File: src/rtl/trap_pkg.sv
// Shared constants and types for the machine-mode trap/CSR unit.
// Holds CSR addresses, mcause codes, mstatus bit positions and the FSM and IntCause enums.
package trap_pkg;

    localparam logic [11:0] CSR_MSTATUS = 12'h300;
    localparam logic [11:0] CSR_MIE     = 12'h304;
    localparam logic [11:0] CSR_MTVEC   = 12'h305;
    localparam logic [11:0] CSR_MEPC    = 12'h341;
    localparam logic [11:0] CSR_MCAUSE  = 12'h342;
    localparam logic [11:0] CSR_MIP     = 12'h344;

    localparam logic [31:0] MCAUSE_ILLEGAL = 32'd2;
    localparam logic [31:0] MCAUSE_ECALL   = 32'd11;
    localparam logic [31:0] MCAUSE_EBREAK  = 32'd3;
    localparam logic [31:0] MCAUSE_MEI     = 32'h8000_000B;

    localparam int MSTATUS_MIE  = 3;
    localparam int MSTATUS_MPIE = 7;
    localparam int MIE_MEIE     = 11;
    localparam int MIP_MEIP     = 11;

    localparam logic [31:0] IRQ_VEC_OFFSET = 32'd44;

    typedef enum logic [1:0] {
        IC_NONE    = 2'b00,
        IC_ILLEGAL = 2'b01,
        IC_ECALL   = 2'b10,
        IC_EBREAK  = 2'b11
    } int_cause_e;

    typedef enum logic {
        RUN      = 1'b0,
        REDIRECT = 1'b1
    } trap_state_e;

    // Datapath slice of the control bundle; only these fields matter here.
    typedef struct packed {
        logic [1:0] IntCause;
        logic       MRet;
    } datapath_ctrl_t;

    function automatic logic [31:0] cause_code(input int_cause_e c);
        case (c)
            IC_ILLEGAL: return MCAUSE_ILLEGAL;
            IC_ECALL:   return MCAUSE_ECALL;
            IC_EBREAK:  return MCAUSE_EBREAK;
            default:    return 32'd0;
        endcase
    endfunction

endpackage

File: src/rtl/irq_sync.sv
// Two-flop synchronizer for an asynchronous level input.
// Latency: 2 clk edges; no backpressure.
module irq_sync (
    input  logic clk,
    input  logic rst_n,
    input  logic d_i,
    output logic q_o
);

    logic meta_q;
    logic sync_q;

    always_ff @(posedge clk or negedge rst_n) begin
        if (!rst_n) begin
            meta_q <= 1'b0;
            sync_q <= 1'b0;
        end else begin
            meta_q <= d_i;
            sync_q <= meta_q;
        end
    end

    assign q_o = sync_q;

endmodule

File: src/rtl/csr_trap_unit.sv
// Machine-mode trap sequencing and CSRs; TRAP_VECTORED_EN enables vectored interrupt mode in mtvec.
// Latency: event at edge N gives a one-cycle redirect pulse in cycle N+1; no backpressure, fetch must take it.
module csr_trap_unit
    import trap_pkg::*;
#(
    parameter int               XLEN        = 32,
    parameter logic [XLEN-1:0]  MTVEC_RESET = '0
) (
    input  logic                clk,
    input  logic                rst_n,
    input  datapath_ctrl_t      ctrl,
    input  logic                inst_valid,
    input  logic [XLEN-1:0]     pc,
    input  logic                irq_ext,
    input  logic                csr_we,
    input  logic [11:0]         csr_addr,
    input  logic [XLEN-1:0]     csr_wdata,
    output logic [XLEN-1:0]     csr_rdata,
    output logic                redirect_valid,
    output logic [XLEN-1:0]     redirect_pc
);

    trap_state_e     state_q, state_d;
    logic            mie_bit_q, mie_bit_d;
    logic            mpie_q, mpie_d;
    logic            meie_q, meie_d;
    logic [XLEN-1:0] mtvec_q, mtvec_d;
    logic [XLEN-1:0] mepc_q, mepc_d;
    logic [XLEN-1:0] mcause_q, mcause_d;
    logic [XLEN-1:0] redirect_pc_q, redirect_pc_d;

    logic            meip_sync;
    logic            irq_pend;
    logic            take_exc;
    logic            take_mret;
    logic            vec_mode;
    logic [XLEN-1:0] trap_base;
    logic [XLEN-1:0] mtvec_wmask;
    logic [XLEN-1:0] mstatus_rd;
    logic            unused_pc_lsb;

    irq_sync u_irq_sync (
        .clk   (clk),
        .rst_n (rst_n),
        .d_i   (irq_ext),
        .q_o   (meip_sync)
    );

`ifdef TRAP_VECTORED_EN
    assign vec_mode    = mtvec_q[0];
    assign mtvec_wmask = {{(XLEN-2){1'b1}}, 2'b01};
`else
    assign vec_mode    = 1'b0;
    assign mtvec_wmask = {{(XLEN-2){1'b1}}, 2'b00};
`endif

    assign irq_pend      = meip_sync & meie_q & mie_bit_q;
    assign take_exc      = inst_valid && (ctrl.IntCause != IC_NONE);
    assign take_mret     = inst_valid && ctrl.MRet;
    assign trap_base     = {mtvec_q[XLEN-1:2], 2'b00};
    assign unused_pc_lsb = ^pc[1:0];

    always_comb begin
        state_d       = RUN;
        mie_bit_d     = mie_bit_q;
        mpie_d        = mpie_q;
        meie_d        = meie_q;
        mtvec_d       = mtvec_q;
        mepc_d        = mepc_q;
        mcause_d      = mcause_q;
        redirect_pc_d = redirect_pc_q;
        // The REDIRECT cycle's instruction is being flushed, so nothing is sampled.
        if (state_q == RUN) begin
            if (take_exc || irq_pend) begin
                state_d       = REDIRECT;
                mepc_d        = {pc[XLEN-1:2], 2'b00};
                mcause_d      = take_exc ? cause_code(int_cause_e'(ctrl.IntCause)) : MCAUSE_MEI;
                mpie_d        = mie_bit_q;
                mie_bit_d     = 1'b0;
                redirect_pc_d = (!take_exc && vec_mode) ? trap_base + IRQ_VEC_OFFSET : trap_base;
            end else if (take_mret) begin
                state_d       = REDIRECT;
                mie_bit_d     = mpie_q;
                mpie_d        = 1'b1;
                redirect_pc_d = mepc_q;
            end else if (inst_valid && csr_we) begin
                case (csr_addr)
                    CSR_MSTATUS: begin
                        mie_bit_d = csr_wdata[MSTATUS_MIE];
                        mpie_d    = csr_wdata[MSTATUS_MPIE];
                    end
                    CSR_MIE:    meie_d   = csr_wdata[MIE_MEIE];
                    CSR_MTVEC:  mtvec_d  = csr_wdata & mtvec_wmask;
                    CSR_MEPC:   mepc_d   = {csr_wdata[XLEN-1:2], 2'b00};
                    CSR_MCAUSE: mcause_d = csr_wdata;
                    default: ;
                endcase
            end
        end
    end

    always_ff @(posedge clk or negedge rst_n) begin
        if (!rst_n) begin
            state_q       <= RUN;
            mie_bit_q     <= 1'b0;
            mpie_q        <= 1'b0;
            meie_q        <= 1'b0;
            mtvec_q       <= MTVEC_RESET & mtvec_wmask;
            mepc_q        <= '0;
            mcause_q      <= '0;
            redirect_pc_q <= '0;
        end else begin
            state_q       <= state_d;
            mie_bit_q     <= mie_bit_d;
            mpie_q        <= mpie_d;
            meie_q        <= meie_d;
            mtvec_q       <= mtvec_d;
            mepc_q        <= mepc_d;
            mcause_q      <= mcause_d;
            redirect_pc_q <= redirect_pc_d;
        end
    end

    always_comb begin
        mstatus_rd               = '0;
        mstatus_rd[12:11]        = 2'b11;
        mstatus_rd[MSTATUS_MPIE] = mpie_q;
        mstatus_rd[MSTATUS_MIE]  = mie_bit_q;
    end

    always_comb begin
        csr_rdata = '0;
        case (csr_addr)
            CSR_MSTATUS: csr_rdata = mstatus_rd;
            CSR_MIE:     csr_rdata[MIE_MEIE] = meie_q;
            CSR_MTVEC:   csr_rdata = mtvec_q;
            CSR_MEPC:    csr_rdata = mepc_q;
            CSR_MCAUSE:  csr_rdata = mcause_q;
            CSR_MIP:     csr_rdata[MIP_MEIP] = meip_sync;
            default:     csr_rdata = '0;
        endcase
    end

    assign redirect_valid = (state_q == REDIRECT);
    assign redirect_pc    = redirect_pc_q;

endmodule

File: config.mk
export PLATFORM = sky130hd
export DESIGN_NAME = csr_trap_unit
export DESIGN_NICKNAME = d
export VERILOG_FILES = /design/src/rtl/trap_pkg.sv /design/src/rtl/irq_sync.sv /design/src/rtl/csr_trap_unit.sv
export SDC_FILE = /design/constraint.sdc
export NUM_CORES = 1
export LEC_CHECK = 0
export ABC_AREA = 0
export BUFFER_PORTS_ARGS = -buffer_cell sky130_fd_sc_hd__buf_2
export CORE_MARGIN = 4
export CORE_UTILIZATION = 49
export DETAILED_ROUTE_END_ITERATION = 8
export PLACE_DENSITY = 0.79
export SLEW_MARGIN = 15
export SYNTH_ARGS = -nofsm -noshare
export SYNTH_HDL_FRONTEND = slang
export SYNTH_SLANG_ARGS = --single-unit
File: constraint.sdc
create_clock -name clk -period 2.1 [get_ports clk]
set_input_delay 0.21 -clock clk [delete_from_list [all_inputs] [get_ports clk]]
set_output_delay 0.21 -clock clk [all_outputs]
set_load 0.02 [all_outputs]
==> results of run 1 <==
tightest hold or removal path: cells and delay by family:
family	cells	cell delay, ns
AOI/OAI and AO/OA	1	0.06
buffers and inverters	2	0.13
sequential cells by signal, indices dropped and copies added (netlist names):
signal	count
mpie_q	1
redirect_valid	1
mcause_q	32
meie_q	1
u_irq_sync.meta_q	1
mtvec_q	30
mepc_q	30
mie_bit_q	1
u_irq_sync.q_o	1
redirect_pc	30
where the power goes:
group / total, mW / internal (mW) / switching [mW]
sequential: 2.92 / 2.75 / 0.169
combinational: 1.26 / 0.464 / 0.800
clock: 3.04 / 1.89 / 1.15
total: 7.22 / 5.10 / 2.12
routing by layer:
layer	routed length [µm]	part of all wire	vias up	GRT usage
met2	9470	0.49	297	0.455
met3	1420	0.073	52	0.0566
met1	7940	0.41	2848	0.348
met5	7	0.00036	-	0
li1	-	-	2544	-
met4	654	0.034	2	0.107
metrics by stage:
stage	hold WS, ns	power (mW)
after floorplan	-0.0856	3.64
after global placement	0.232	4.14
after detailed placement	0.234	4.19
after CTS	0.0281	7.24
after global routing	0.0388	7.50
final	0.0383	7.22
cells in the mapped netlist (all sizes together), types with 3 or more instances:
cell | count | area (µm²)
nand3 | 7 | 35.0
nor2 | 65 | 244
nor3 | 34 | 170
clkbuf | 28 | 105
or3 | 3 | 18.8
and3 | 3 | 18.8
nand2 | 12 | 45.0
a221oi | 30 | 263
a222oi | 26 | 260
buf | 21 | 134
dfrtp | 128 | 3200
o21ai | 7 | 35.0
a21oi | 70 | 350
nor4 | 4 | 52.6
a22o | 28 | 245
inv | 92 | 345
mux2 | 34 | 383
a31oi | 3 | 18.8
path summary, 6_finish.rpt:
check | from | end | slack (ns) | cells after the start
max in group asynchronous | rst_n | mcause_q[16] | 1.05 | 3
min reg2reg | u_irq_sync.meta_q | u_irq_sync.q_o | 0.35 | 0
min | csr_wdata[1] | mcause_q[1] | 0.04 | 3
max reg2reg | mie_bit_q | mepc_q[24] | 0.05 | 4
max | csr_addr[7] | csr_rdata[7] | -0.0003 | 8
min in group asynchronous | rst_n | redirect_pc[6] | 0.34 | 2
logic make-up (layout without fill, tap and decap cells):
logic type | after synthesis | in the layout | share of synthesized area
and+or+nand+nor | 138 | 138 | 0.111
DFF | 128 | 128 | 0.523
muxes | 34 | 34 | 0.0625
other | 1 | 2 | 0.000612
AOI/OAI and AO/OA | 176 | 176 | 0.207
buffers and inverters | 141 | 321 | 0.0954
area by class of cell:
cell class	count	share of cell area
clock buffer	18	0.0533
clock inverter	14	0.0228
inverter	92	0.0429
multi-input combinational	350	0.300
sequential	128	0.398
tap	168	0.0261
timing repair buffer	197	0.158
repair_timing:
action / CTS / global route
setup buffers: 0 / 3
hold endpoints to repair: 40 / 0
gates resized for setup: 2 / 23
endpoints found under the setup margin: 4 / 50
cloned: 0 / 2
hold buffers: 2 / 0
pin swaps: 0 / 3
==> results by group, run 1 <==
Run status
  – Status: finished, violations left
  – Failing checks: setup timing

Logic synthesis
  – Distinct cells, synth: 43
  – Post-synthesis sequential area ratio: 0.523
  – Cells after Synth: a little over 600
  – Synth Register Bits: 128
  – Ys Warns: 0
  – Post-synth EDFFs: 0
  – Cell Area, Synth: a little over 0.006 mm²
  – Post-synth top flop: dfrtp_1
  – FFs w/ async S/R, synth: 1.00
  – Mean Syn Cell Area: 9.91 µm²

Floorplanning
  – Initial Util: 0.506
  – Die Span X: 120 µm
  – Die Height: between 100 and 150 µm
  – Die ar.: approximately 0.014 mm²
  – I/O Pins: 149
  – Core Area: 0.0121 mm²
  – # rows: 40

Clocking
  – Htree depth: 4
  – Clock buffer depth: 2
  – CTS buffer count: 17
  – Reg clk slew, reported paths: 0.06 ns
  – Worst skew pair latency: ~0.42 ns
  – Sink Count: approximately 130
  – Root Buffer: clkbuf_16
  – CTS tree: built

Drt
  – DR iter-0 viols: 677
  – Antenna-violating nets left: 0
  – DRC viols: 0
  – Vias: approximately 5700
  – Drt wl/cell: slightly above 20 µm
  – Total routed wirelength: just under 20000 µm
  – Vias per cell: approximately 6
  – Detailed Routing Iterations Pass 1: 8

Layout
  – Layout area overhead: 31.5%
  – Final Util: 0.665
  – FF+latch area: approximately 0.0032 mm²
  – Antenna Cells: 0
  – Layout cell share with drive strength beyond 1: 0.339
  – Most common cell after layout, fill and taps aside: buf_2
  – Final cell count without fillers: slightly below 1000
  – Fillers: ~960
  – Most frequent cells in the layout: buf_2, dfrtp_1, inv_1
  – Nets: 870
  – Multi-input logic area: roughly 0.0024 mm²
  – Post-route cell area: 0.00806 mm²

Setup path
  – Cell breakdown of the critical path: buf_2 > or3_4 > buf_6 > nor4b_4 > buf_4 > clkbuf_16 > a221o_1 > buf_4
  – Critical Path Most Common Cell: buf_4
  – Critical path buffers and inverters: 5
  – Critical path class: input port to primary output
  – Setup crit start kind: input port
  – Critical Path AT: 1.89 ns
  – Crit path capture type: primary output
  – CP max stage delay: between 0.3 and 0.4 ns
  – Delay-heaviest family, CP: buffers and inverters
  – Crit path required time: approximately 1.9 ns
  – Worst Path Max Fanout: 10
  – CP max stage cell: or3_4

Placement
  – Placed cell areas: roughly 0.0073 mm²
  – Placed Cells: 929
  – Routability congestion estimate from global placement: about 0.92
  – Dpl ws: -0.0405 ns
  – Hpwl dp: 12900 µm
  – IO Port Bufs: ~140

Timing
  – Relative slew slack: 0.265
  – Worst slew pin tran: roughly 1.1 ns
  – Final Max Slew Viols: 0
  – Setup_tns: -0.000272 ns
  – Fmax: ~480 MHz
  – Skew final: ~0.0087 ns
  – PnR worst setup slack: -0.000272 ns
  – Ratio of final minimum period to clock period: 1.00
  – Minimum clock period: ~2.1 ns
  – Final setup viols: 1
  – Endpoints failing hold: 0
  – RSZ-0062 raised after global routing: true

Global routing
  – Vias in the first global route: 5924
  – Initial antenna violation count: 1
  – Total track usage: 0.272
  – First-pass GRT wire length: roughly 31000 µm
  – Pin count of the biggest net entering global routing: 46
  – Grt total ovfl: 0

Min path
  – Hold Path Class: input port to flop

Power
  – Worst vdd ir: ~0.51 mV
  – Power Dens Cells: between 800 and 900 mW/mm²
  – Leakage: between 4 and 5 nW

Run
  – Max cap viols: 0
Power figures use the tool's default switching activity.
==> run 2, diff against run 1 <==
--- a/config.mk
+++ b/config.mk
@@ -8,9 +8,9 @@
 export ABC_AREA = 0
 export BUFFER_PORTS_ARGS = -buffer_cell sky130_fd_sc_hd__buf_2
 export CORE_MARGIN = 4
-export CORE_UTILIZATION = 49
+export CORE_UTILIZATION = 50
 export DETAILED_ROUTE_END_ITERATION = 8
-export PLACE_DENSITY = 0.79
+export PLACE_DENSITY = 0.77
 export SLEW_MARGIN = 15
 export SYNTH_ARGS = -nofsm -noshare
 export SYNTH_HDL_FRONTEND = slang
==> constraint.sdc (replaced) <==
create_clock -name clk -period 2.07 [get_ports clk]
set_input_delay 0.207 -clock clk [delete_from_list [all_inputs] [get_ports clk]]
set_output_delay 0.207 -clock clk [all_outputs]
set_load 0.02 [all_outputs]
==> results by group, run 2 (synthesized netlist as in run 1, its figures left out) <==
Floorplanning
  – Die Span X: 119 µm (was 120 µm)
  – Initial Util: 0.510 (was 0.506)
  – # rows: 40 (unchanged)
  – Die ar.: 0.0141 mm² (was 0.0143 mm²)
  – I/O Pins: 149 (unchanged)
  – Core Area: 0.0120 mm² (was 0.0121 mm²)
  – Die Height: 119 µm (was 120 µm)

Clocking
  – CTS tree: built (unchanged)
  – CTS buffer count: 17 (unchanged)
  – Root Buffer: clkbuf_16 (unchanged)
  – Htree depth: 4 (unchanged)
  – Sink Count: 128 (unchanged)
  – Worst skew pair latency: 0.43 ns (was 0.42 ns)
  – Clock buffer depth: 2 (unchanged)
  – Reg clk slew, reported paths: 0.06 ns (about the same)

Global routing
  – Pin count of the biggest net entering global routing: 63 (was 46)
  – Vias in the first global route: 6246 (was 5924)
  – Grt total ovfl: 0 (unchanged)
  – First-pass GRT wire length: 31500 µm (was 30800 µm)
  – Total track usage: 0.284 (was 0.272)
  – Initial antenna violation count: 3 (was 1)

Min path
  – Hold Path Class: input port to flop (unchanged)
  – Hold path startpoint: csr_wdata[1] (unchanged)

Placement
  – Hpwl dp: 12600 µm (was 12900 µm)
  – Placed Cells: 912 (was 929)
  – Routability congestion estimate from global placement: 0.858 (was 0.920)
  – Dpl ws: -0.0868 ns (was -0.0405 ns)
  – Placed cell areas: 0.00735 mm² (was 0.00730 mm²)
  – IO Port Bufs: 144 (unchanged)

Setup path
  – R2r endpoint: mtvec_q[13] (was mepc_q[24])
  – Critical path depth: 11 (was 8)
  – Critical Path Most Common Cell: buf_4 (unchanged)
  – Path depth of the worst reg2reg path: 5 (was 4)
  – Critical Path AT: 1.83 ns (was 1.89 ns)
  – Crit. Startpoint: csr_addr[10] (was csr_addr[7])
  – CP max stage cell: nor4_4 (was or3_4)
  – Crit path required time: 1.86 ns (was 1.89 ns)
  – Flop2flop setup slack: 0.07 ns (was 0.05 ns)
  – RR Startpoint: redirect_valid (was mie_bit_q)
  – Worst Path Max Fanout: 7 (was 10)
  – Critical path class: input port to primary output (unchanged)
  – CP endpoint: csr_rdata[12] (was csr_rdata[7])
  – CP max stage delay: 0.24 ns (was 0.39 ns)
  – Cell breakdown of the critical path: buf_2 > nand4bb_1 > buf_4 > buf_4 > nor4_4 > buf_4 > buf_4 > buf_6 > nand2_1 > o21ai_0 > buf_2 (was buf_2 > or3_4 > buf_6 > nor4b_4 > buf_4 > clkbuf_16 > a221o_1 > buf_4)
  – Setup crit start kind: input port (unchanged)
  – Crit path capture type: primary output (unchanged)
  – Delay-heaviest family, CP: buffers and inverters (unchanged)
  – Critical path buffers and inverters: 7 (was 5)

Power
  – Leakage: 4.26 nW (was 4.24 nW)
  – Worst vdd ir: 0.652 mV (was 0.505 mV)
  – Power Dens Cells: 908 mW/mm² (was 896 mW/mm²)
  – Net Sw Frac: 0.294 (about the same)
  – Psw: 2.16 mW (was 2.12 mW)
  – Comb power frac: 0.176 (was 0.175)
  – Clock network power share: 0.422 (was 0.421)
  – Sequential Power Share: 0.402 (was 0.404)
  – Internal: 5.19 mW (was 5.10 mW)

Layout
  – Most common cell after layout, fill and taps aside: buf_2 (unchanged)
  – Final Util: 0.674 (was 0.665)
  – Layout area overhead: 32.2% (was 31.5%)
  – Most frequent cells in the layout: buf_2, dfrtp_1, inv_1 (unchanged)
  – Antenna Cells: 0 (unchanged)
  – Final cell count without fillers: 953 (was 967)
  – Top reg by flops: mcause_q (unchanged)
  – Layout cell share with drive strength beyond 1: 0.349 (was 0.339)
  – Nets: 877 (was 870)
  – Max reg flops: 32 (unchanged)
  – Post-route cell area: 0.00809 mm² (was 0.00806 mm²)

Timing
  – Setup_tns: 0 ns (was -0.000272 ns)
  – Endpoints failing hold: 0 (unchanged)
  – Relative slew slack: 0.334 (was 0.265)
  – Ratio of final minimum period to clock period: 0.986
  – Final setup viols: 0 (was 1)
  – Fmax: between 400 and 500 MHz
  – Minimum clock period: around 2.0 ns
  – Skew final: 0.00965 ns (was 0.00870 ns)
  – PnR worst setup slack: 0.0289 ns (was -0.000272 ns)
  – Worst slew pin tran: 0.999 ns (was 1.10 ns)
  – Final Max Slew Viols: 0 (unchanged)

Drt
  – Antenna-violating nets left: 0 (unchanged)
  – Drt wl/cell: 21.2 µm (was 20.2 µm)
  – DR iter-0 viols: 752 (was 677)
  – Vias per cell: 6.23 (was 5.94)
  – Detailed Routing Iterations Pass 1: 5 (was 8)
  – Total routed wirelength: 20200 µm (was 19500 µm)
  – Vias: 5934 (was 5743)
  – DRC viols: 0 (unchanged)

Run status
  – Status: complete, no violations (was finished, violations left)

Run
  – Max cap viols: 0 (unchanged)
==> run 2: final cells by class <==
type,instances,area [µm²]
Fill cell,943,3920
Sequential cell,128,3200
Multi-Input combinational cell,352,2470
Timing Repair Buffer,202,1290
Clock buffer,19,443
Inverter,92,345
Tap cell,147,184
Clock inverter,13,163
==> run 2: worst min-delay path by stage <==
stage                      to  depth (start not counted)
2_1_floorplan     mcause_q[0]                          0
3_3_place_gp   redirect_pc[8]                          1
3_5_place_dp   redirect_pc[8]                          1
4_1_cts          mcause_q[19]                          2
5_1_grt          mcause_q[19]                          2
6_report          mcause_q[1]                          3
==> run 2: per-stage QoR <==
step,hold WS [ns],power (mW)
2_1_floorplan,-0.0886,3.70
3_3_place_gp,0.182,4.19
3_5_place_dp,0.192,4.24
4_1_cts,0.0216,7.33
5_1_grt,0.0252,7.64
6_report,0.0233,7.35
==> run 2: tightest hold or removal path: stages <==
cell and delay, ns:
buf_2 0.09, inv_1 0.04, a22oi_1 0.06
==> run 2: power groups by stage <==
stage / Sequential, mW / Combinational, mW / Clock [mW]
global route: 2.99 / 1.42 / 3.23
floorplan: 3.15 / 0.549 / 0
finish: 2.96 / 1.29 / 3.10
global placement: 2.98 / 1.22 / 0
CTS: 2.96 / 1.27 / 3.10
detailed placement: 2.99 / 1.25 / 0
==> run 2: repair_timing <==
| item | CTS | global route |
|---|---|---|
| hold buffers | 2 | 0 |
| buffers inserted | 0 | 4 |
| hold endpoints to repair | 31 | 0 |
| gates cloned | 0 | 3 |
| pin swaps | 0 | 2 |
| endpoints found under the setup margin | 36 | 63 |
| resized for setup | 3 | 12 |
==> run 2: per-layer routing <==
layer,routed length [µm],track usage,vias up
met3,1740,0.0727,70
met2,9960,0.471,346
met1,7790,0.346,2959
li1,-,-,2553
met4,688,0.135,6
met5,31,0,-
==> run 3, diff against run 2 <==
--- a/config.mk
+++ b/config.mk
@@ -11,6 +11,7 @@
 export CORE_UTILIZATION = 50
 export DETAILED_ROUTE_END_ITERATION = 8
 export PLACE_DENSITY = 0.77
+export RECOVER_POWER = 50
 export SLEW_MARGIN = 15
 export SYNTH_ARGS = -nofsm -noshare
 export SYNTH_HDL_FRONTEND = slang
==> results by group, run 3 (synthesized netlist as in run 1, its figures left out) <==
Placement
  – Hpwl dp: 12600 µm (unchanged)
  – Placed Cells: 912 (unchanged)
  – Routability congestion estimate from global placement: 0.858 (unchanged)
  – IO Port Bufs: 144 (unchanged)
  – Dpl ws: -0.0868 ns (unchanged)

Clocking
  – Clock buffer depth: 2 (unchanged)
  – Worst skew pair latency: 0.43 ns (about the same)
  – Htree depth: 4 (unchanged)
  – CTS tree: built (unchanged)
  – Reg clk slew, reported paths: 0.06 ns (about the same)
  – Root Buffer: clkbuf_16 (unchanged)
  – Sink Count: 128 (unchanged)
  – CTS buffer count: 17 (unchanged)

Layout
  – Most common cell after layout, fill and taps aside: dfrtp_1 (was buf_2)
  – Final Util: 0.670 (was 0.674)
  – Max reg flops: 32 (unchanged)
  – Most frequent cells in the layout: dfrtp_1, buf_2, inv_1 (was buf_2, dfrtp_1, inv_1)
  – Layout area overhead: 31.5% (was 32.2%)
  – Top reg by flops: mcause_q (unchanged)
  – Layout cell share with drive strength beyond 1: 0.315 (was 0.349)
  – Final cell count without fillers: 953 (unchanged)
  – Nets: 877 (unchanged)
  – Antenna Cells: 0 (unchanged)

Floorplanning
  – Die ar.: 0.0141 mm² (unchanged)
  – Die Height: 119 µm (unchanged)
  – Initial Util: 0.510 (unchanged)
  – Die Span X: 119 µm (unchanged)
  – Core Area: 0.0120 mm² (unchanged)
  – I/O Pins: 149 (unchanged)
  – # rows: 40 (unchanged)

Min path
  – Hold Path Class: input port to flop (unchanged)
  – Hold path startpoint: csr_wdata[1] (unchanged)

Setup path
  – Crit path capture type: primary output (unchanged)
  – Critical path buffers and inverters: 7 (unchanged)
  – Worst Path Max Fanout: 7 (unchanged)
  – RR Startpoint: redirect_valid (unchanged)
  – Critical Path Most Common Cell: buf_4 (unchanged)
  – Crit. Startpoint: csr_addr[10] (unchanged)
  – Cell breakdown of the critical path: buf_2 > nand4bb_1 > buf_4 > buf_4 > nor4_4 > buf_4 > buf_4 > buf_6 > nand2_1 > o21ai_0 > buf_2 (unchanged)
  – CP max stage delay: 0.24 ns (about the same)
  – Critical path class: input port to primary output (unchanged)
  – Crit path required time: 1.86 ns (about the same)
  – CP max stage cell: nor4_4 (unchanged)
  – Critical Path AT: 1.86 ns (was 1.83 ns)
  – Delay-heaviest family, CP: buffers and inverters (unchanged)
  – Setup crit start kind: input port (unchanged)

Drt
  – Vias per cell: 6.16 (was 6.23)
  – Drt wl/cell: 21.1 µm (was 21.2 µm)
  – Total routed wirelength: 20100 µm (was 20200 µm)
  – Antenna-violating nets left: 0 (unchanged)
  – DR iter-0 viols: 799 (was 752)
  – Vias: 5874 (was 5934)
  – Detailed Routing Iterations Pass 1: 7 (was 5)
  – DRC viols: 0 (unchanged)

Timing
  – Skew final: 0.00971 ns (was 0.00965 ns)
  – Minimum clock period: 2.07 ns (was 2.04 ns)
  – Worst slew pin tran: 0.986 ns (was 0.999 ns)
  – Ratio of final minimum period to clock period: 1.00 (was 0.986)
  – Final Max Slew Viols: 0 (unchanged)
  – Final setup viols: 1 (was 0)
  – PnR worst setup slack: -0.000208 ns (was 0.0289 ns)
  – Relative slew slack: 0.343 (was 0.334)
  – Setup_tns: -0.000208 ns (was 0 ns)
  – Endpoints failing hold: 0 (unchanged)
  – Fmax: 483 MHz (was 490 MHz)
  – Hold_ws: 0.0259 ns (was 0.0233 ns)

Global routing
  – First-pass GRT wire length: 31500 µm (unchanged)
  – Grt total ovfl: 0 (unchanged)
  – Initial antenna violation count: 3 (unchanged)
  – Total track usage: 0.284 (unchanged)
  – Pin count of the biggest net entering global routing: 63 (unchanged)
  – Vias in the first global route: 6246 (unchanged)

Power
  – Leakage: 4.19 nW (was 4.26 nW)
  – Power Dens Cells: 907 mW/mm² (was 908 mW/mm²)
  – Worst vdd ir: 0.649 mV (was 0.652 mV)

Run status
  – Status: finished, violations left (was complete, no violations)
  – Failing checks: setup timing

Run
  – Max cap viols: 0 (unchanged)
run 3: changes by cell type in the layout (fill, tap and decap cells not counted), sizes merged:
cell and change:
buf -29, clkbuf +29
run 3: path summary, 6_finish.rpt:
check	end	slack, ns	cells past startpoint
max	csr_rdata[12]	-0.0002	11
min	mcause_q[1]	0.03	3
max reg2reg	mtvec_q[26]	0.08	5
min reg2reg	u_irq_sync.q_o	0.35	0
max in group asynchronous	mtvec_q[5]	0.49	3
min in group asynchronous	redirect_pc[8]	0.43	2
run 3: worst min-delay path: cells and delay by family:
kind	cells	cell delay [ns]
buffers and inverters	2	0.13
AOI/OAI and AO/OA	1	0.06
run 3: area by class of cell:
class | instances | area, µm²
Fill cell | 957 | 3960
Sequential cell | 128 | 3200
Multi-Input combinational cell | 352 | 2470
Timing Repair Buffer | 202 | 1240
Clock buffer | 19 | 443
Inverter | 92 | 345
Tap cell | 147 | 184
Clock inverter | 13 | 163
run 3: metal layers:
metal	global-route usage	share of wire
met3	0.0727	0.088
met2	0.471	0.50
met5	0	0.0015
met4	0.135	0.031
met1	0.346	0.38
run 3: report_power, final:
part	total (mW)	switching, mW	internal, mW
Sequential	2.96	0.174	2.79
Clock	3.09	1.17	1.92
Combinational	1.25	0.815	0.437
Total	7.31	2.16	5.15
run 3: what timing repair did:
| action | CTS | global route |
|---|---|---|
| hold endpoints to repair | 31 | 0 |
| endpoints found under the setup margin | 36 | 63 |
| resized for setup | 3 | 12 |
| gates cloned | 0 | 3 |
| hold buffers | 2 | 0 |
| pin swaps | 0 | 2 |
| setup buffers | 0 | 4 |
run 3: stage by stage:
step                area [µm²]  power (mW)
floorplan                 6150        3.70
global placement          7350        4.19
detailed placement        7350        4.24
CTS                       8000        7.33
global route              8050        7.61
finish                    8050        7.31
